`config.mk`:
```
export PLATFORM = sky130hd
export DESIGN_NAME = trace_buf_capture_ctrl
export DESIGN_NICKNAME = d
export VERILOG_FILES = /design/src/rtl/trace_buf_capture_ctrl.sv
export SDC_FILE = /design/constraint.sdc
export NUM_CORES = 1
export LEC_CHECK = 0
export CORE_UTILIZATION = 55
export CTS_CLUSTER_DIAMETER = 50
export CTS_CLUSTER_SIZE = 25
export DETAILED_ROUTE_END_ITERATION = 10
export DONT_BUFFER_PORTS = 1
export GPL_TIMING_DRIVEN = 0
export PLACE_DENSITY = 0.68
export SYNTH_ARGS = -nofsm -noshare
export SYNTH_HDL_FRONTEND = slang
export SYNTH_SLANG_ARGS = --single-unit
```
`constraint.sdc`:
```
create_clock -name clk -period 4.2 [get_ports clk]
set_clock_uncertainty 0.05 [all_clocks]
set_input_delay 0.84 -clock clk [delete_from_list [all_inputs] [get_ports clk]]
set_output_delay 0.84 -clock clk [all_outputs]
set_load 0.1 [all_outputs]
```
`src/rtl/trace_buf_capture_ctrl.sv`:
```
// Trace-buffer address/write controller: arm, circular pre/post-trigger or linear capture, in-order readback.
// Optional write counter on sample_cnt when TRACE_BUF_SAMPLE_CNT_EN is defined.
module trace_buf_capture_ctrl #(
    parameter int unsigned NUM_CH     = 4,
    parameter int unsigned ADDR_WIDTH = 15
) (
    input  logic                  clk,
    input  logic                  rstn,
    input  logic                  arm,
    input  logic                  abort,
    input  logic                  mode,
    input  logic                  trigger,
    input  logic                  sample_en,
    input  logic [ADDR_WIDTH-1:0] post_len,
    input  logic [NUM_CH-1:0]     ch_mask,
    input  logic [31:0]           rd_offset,
    output logic [ADDR_WIDTH-1:0] wr_addr,
    output logic [NUM_CH-1:0]     wr_en,
    output logic                  buf_en,
    output logic [ADDR_WIDTH-1:0] rd_addr,
    output logic                  busy,
    output logic                  done,
    output logic                  triggered,
    output logic                  wrapped,
    output logic [ADDR_WIDTH-1:0] trig_addr,
    output logic [31:0]           sample_cnt
);

    localparam logic [ADDR_WIDTH-1:0] ADDR_MAX = {ADDR_WIDTH{1'b1}};

    typedef enum logic [1:0] {ST_IDLE, ST_PRE, ST_POST, ST_DONE} state_t;

    state_t                state_q, state_d;
    logic [ADDR_WIDTH-1:0] ptr_q, ptr_d;
    logic [ADDR_WIDTH-1:0] remain_q, remain_d;
    logic                  mode_q, mode_d;
    logic [ADDR_WIDTH-1:0] post_len_q, post_len_d;
    logic [NUM_CH-1:0]     ch_mask_q, ch_mask_d;
    logic [ADDR_WIDTH-1:0] wr_addr_d, rd_addr_d, trig_addr_d;
    logic [NUM_CH-1:0]     wr_en_d;
    logic                  triggered_d, wrapped_d, busy_d, done_d;
    logic                  wr_go;
    logic                  capturing;
    logic                  unused_rd_offset;

    assign buf_en           = 1'b1;
    assign unused_rd_offset = ^rd_offset[31:ADDR_WIDTH];

    // Next-state, write path, trigger capture and readback address.
    always_comb begin
        state_d     = state_q;
        ptr_d       = ptr_q;
        remain_d    = remain_q;
        mode_d      = mode_q;
        post_len_d  = post_len_q;
        ch_mask_d   = ch_mask_q;
        wr_addr_d   = wr_addr;
        wr_en_d     = '0;
        trig_addr_d = trig_addr;
        triggered_d = triggered;
        wrapped_d   = wrapped;
        wr_go       = 1'b0;
        capturing   = (state_q == ST_PRE) || (state_q == ST_POST);
        // Offset 0 maps to the oldest valid sample once the buffer has wrapped.
        rd_addr_d   = ADDR_WIDTH'((wrapped ? ptr_q : '0) + rd_offset[ADDR_WIDTH-1:0]);

        if (arm) begin
            state_d     = ST_PRE;
            ptr_d       = '0;
            remain_d    = '0;
            mode_d      = mode;
            post_len_d  = post_len;
            ch_mask_d   = ch_mask;
            trig_addr_d = '0;
            triggered_d = 1'b0;
            wrapped_d   = 1'b0;
        end else if (capturing) begin
            if (sample_en) begin
                wr_go     = 1'b1;
                wr_en_d   = ch_mask_q;
                wr_addr_d = ptr_q;
                ptr_d     = ADDR_WIDTH'(ptr_q + 1'b1);
                if (ptr_q == ADDR_MAX) wrapped_d = 1'b1;
            end
            if (abort) begin
                state_d = ST_DONE;
            end else if (state_q == ST_PRE) begin
                if (mode_q) begin
                    if (sample_en && ptr_q == ADDR_MAX) state_d = ST_DONE;
                end else if (trigger) begin
                    // A sample written with the trigger is the trigger sample, not a post sample.
                    triggered_d = 1'b1;
                    trig_addr_d = ptr_q;
                    remain_d    = post_len_q;
                    state_d     = (post_len_q == '0) ? ST_DONE : ST_POST;
                end
            end else if (sample_en) begin
                remain_d = ADDR_WIDTH'(remain_q - 1'b1);
                if (remain_q == ADDR_WIDTH'(1)) state_d = ST_DONE;
            end
        end

        busy_d = (state_d == ST_PRE) || (state_d == ST_POST);
        done_d = (state_d == ST_DONE);
    end

    always_ff @(posedge clk) begin
        if (!rstn) begin
            state_q    <= ST_IDLE;
            ptr_q      <= '0;
            remain_q   <= '0;
            mode_q     <= 1'b0;
            post_len_q <= '0;
            ch_mask_q  <= '0;
            wr_addr    <= '0;
            wr_en      <= '0;
            rd_addr    <= '0;
            trig_addr  <= '0;
            triggered  <= 1'b0;
            wrapped    <= 1'b0;
            busy       <= 1'b0;
            done       <= 1'b0;
        end else begin
            state_q    <= state_d;
            ptr_q      <= ptr_d;
            remain_q   <= remain_d;
            mode_q     <= mode_d;
            post_len_q <= post_len_d;
            ch_mask_q  <= ch_mask_d;
            wr_addr    <= wr_addr_d;
            wr_en      <= wr_en_d;
            rd_addr    <= rd_addr_d;
            trig_addr  <= trig_addr_d;
            triggered  <= triggered_d;
            wrapped    <= wrapped_d;
            busy       <= busy_d;
            done       <= done_d;
        end
    end

`ifdef TRACE_BUF_SAMPLE_CNT_EN
    // Saturating count of writes issued since the last arm.
    logic [31:0] cnt_q;

    always_ff @(posedge clk) begin
        if (!rstn || arm) begin
            cnt_q <= '0;
        end else if (wr_go && cnt_q != 32'hFFFF_FFFF) begin
            cnt_q <= cnt_q + 32'd1;
        end
    end

    assign sample_cnt = cnt_q;
`else
    logic unused_wr_go;
    assign unused_wr_go = wr_go;
    assign sample_cnt   = '0;
`endif

endmodule
```
==> run metrics <==
core area=8890 um^2; dpl hpwl=9030 um; die area=9780 um^2; register area share after synthesis=roughly 41%; relative slew slack=22.4%; Min Hold Slack=415 ps; Period Utilization, post-route=78.8%; maxcap violations=0; Vias/cell=roughly 5.5; first-pass iteration count of the detailed router=5; vias in the first global route=4,020; Synth Instances=616; post-route minimum period=3310 ps; Worst Path Arrival=3500 ps; I/O pins=roughly 140; Root Driver=clkbuf_8; GPL Wtd Cong=~0.90; # hold bufs at CTS=0; Max Buffers Root-to-Sink=2; worst slack at placement=932 ps; Setup Crit Path Kind=register to register; P&R area growth vs syn=8.43%; yosys warns=0; setup TNS=0 ps; largest net degree at the start of global routing=20; measured slew at the worst slew-check pin=~1200 ps; type of the tightest min-delay check=register to register; latest clock arrival within the worst-skew pair=370 ps; final hold vios=0; CTS tree=yes; Antenna Violating Nets Remaining=0; slowest library cell on the worst path=dfxtp_1; Final setup viols=0; Antenna diodes=0; CP cell instances=and2_1 -> ha_1 -> fa_1 -> a211oi_1 -> nor4_1 -> o211a_1 -> o311ai_0 -> o41ai_1; PD cells=around 370 nW/um^2; Leakage=between 2 and 2.5 nW; layout cells sized above 1=about 10%; status=finished, final reports clean; Starting Density=58.1%; nets=736; die width=slightly below 100 um; GRT Util Overall=25.3%; drt total wl=12,100 um; postcts setup bufs=0; syn_area_per_cell=8.38 um^2; CTS Sinks=105; Pins Over Slew Limit=0; post-synth top area cell=dfxtp_1; number of different library cells in the post-synthesis netlist=60; Post-synth ARST share=0%; RSZ-0062 raised after global routing=false; initial DRC count=294; Num CTS Buffers=9; Synth top area share=between 40% and 50%; initial antenna violation count=0; multi-input logic area=2740 um^2; grt total ovfl=0; top cells by area, synth=dfxtp_1, nand2_1, nor2_1, a21oi_1, buf_4; IO buf count=0; post-synthesis cell area=5160 um^2; largest fanout on the critical path=8; CP endpoint kind=register; Post-synth top flop=dfxtp_1; first-pass GRT wire length=19,800 um; Synth Register Bits=105; maximum clock rate=302 MHz; post_cts resized=0; Remaining DRCs=0; crit-path max cell delay=720 ps; Worst setup SP type=register; H-tree levels=3; via count=between 4k and 5k; final worst slack=892 ps; Storage cell area=2100 um^2; standard-cell rows=34; Clock Pin Slew Worst Setup and Hold Paths=~110 ps; worst vdd ir=around 0.00022 V; EDFF count, synth=0; Die Y-Extent=98.9 um; WL per Instance=15.7 um; fillers=802; worst path required time=4390 ps
## area by class of cell
type	instances	area share, %
tap	108	2.41
multi-input combinational	471	48.9
buffer	64	7.40
clock buffer	10	2.28
sequential	105	37.5
inverter	7	0.469
clock inverter	6	1.01
## stage by stage
step	util [%]	cells	area, um^2	power [W]
finish	63.0	771	5600	0.00208
global route	63.0	771	5600	0.00217
global placement	60.9	755	5420	0.00149
CTS	63.0	771	5600	0.00208
floorplan	-	647	5280	0.00144
detailed placement	60.9	755	5420	0.00149
## flip-flops by register name, summed over array words and instances, names as in the netlist, 2 cells and up
register,count
state_q,2
wr_addr,15
wr_en,4
rd_addr,15
ch_mask_q,4
trig_addr,15
post_len_q,15
ptr_q,15
remain_q,15
## cell usage after synthesis, types with 7 or more instances
cell	instances
nor2_1	70
nor3_1	11
a21oi_1	52
and3_1	8
nand2_1	93
dfxtp_1	105
a21o_1	7
nor4_1	7
nand4_1	8
ha_1	19
buf_4	33
nand2b_1	9
o21ai_0	20
nand3_1	8
clkbuf_1	22
xor2_1	15
and2_1	20
mux2i_1	23
## path summary, 6_finish.rpt
path	from	to	slack (ps)	depth (start not counted)
setup / recovery	wrapped	rd_addr[14]	890	8
hold / removal	ch_mask_q[0]	wr_en[0]	410	1
setup reg to reg	wrapped	rd_addr[14]	890	8
hold reg to reg	ch_mask_q[0]	wr_en[0]	410	1
## placed cells by master (no fill, tap or decap), types with 3 or more instances in the layout
master	count
dfxtp_1	105
nand2_1	93
nor2_1	70
a21oi_1	52
buf_4	33
conb_1	33
clkbuf_1	23
mux2i_1	23
and2_1	20
o21ai_0	20
ha_1	19
xor2_1	15
nor3_1	11
clkbuf_8	11
nand2b_1	9
nand4_1	8
and3_1	8
nand3_1	8
nor4_1	7
a21o_1	7
inv_1	6
xnor2_1	6
a22oi_1	6
a31oi_1	4
a211oi_1	4
o22ai_1	4
o31ai_1	4
buf_6	3
a32o_1	3
## power breakdown
group	leakage (nW)	total, W	internal (W)	switching, W
combinational	1.36	0.000361	0.000103	0.000258
clock	0.0913	0.000601	0.000230	0.000371
sequential	0.855	0.00112	0.00102	0.0000936
total	2.31	0.00208	0.00136	0.000722
## critical path: cells and delay by family, from the launching register on
kind                     cells  cell delay [ps]
flip-flops                   1              720
AND/OR/NAND/NOR              2              580
adder cells (fa/ha/maj)      2              650
AO/OA/AOI/OAI                4             1190
## metal layers
layer  share of wire, %  vias up  routed length (um)  GRT usage, %
met2                 43      182                5190          38.6
li1                   -     2142                   -             -
met1                 48     1923                5840          35.9
met4                1.6        0                 188          8.04
met5                  0        -                   0             0
met3                7.3       16                 883          4.75
## cell families (layout without fill, tap and decap cells)
group                      after synthesis  after routing  synth area share [%]
DFF                                    105            105                  40.7
xor gates and xnor gates                21             21                  3.56
buffers and inverters                   71             87                  8.53
and+or+nand+nor                        252            252                  23.1
adders and majority gates               20             20                  4.99
AOI/OAI and AO/OA                      122            122                  14.5
other                                    2             33                 0.145
muxes                                   23             23                  4.46
Note: power is estimated with default switching activity, not from simulation.
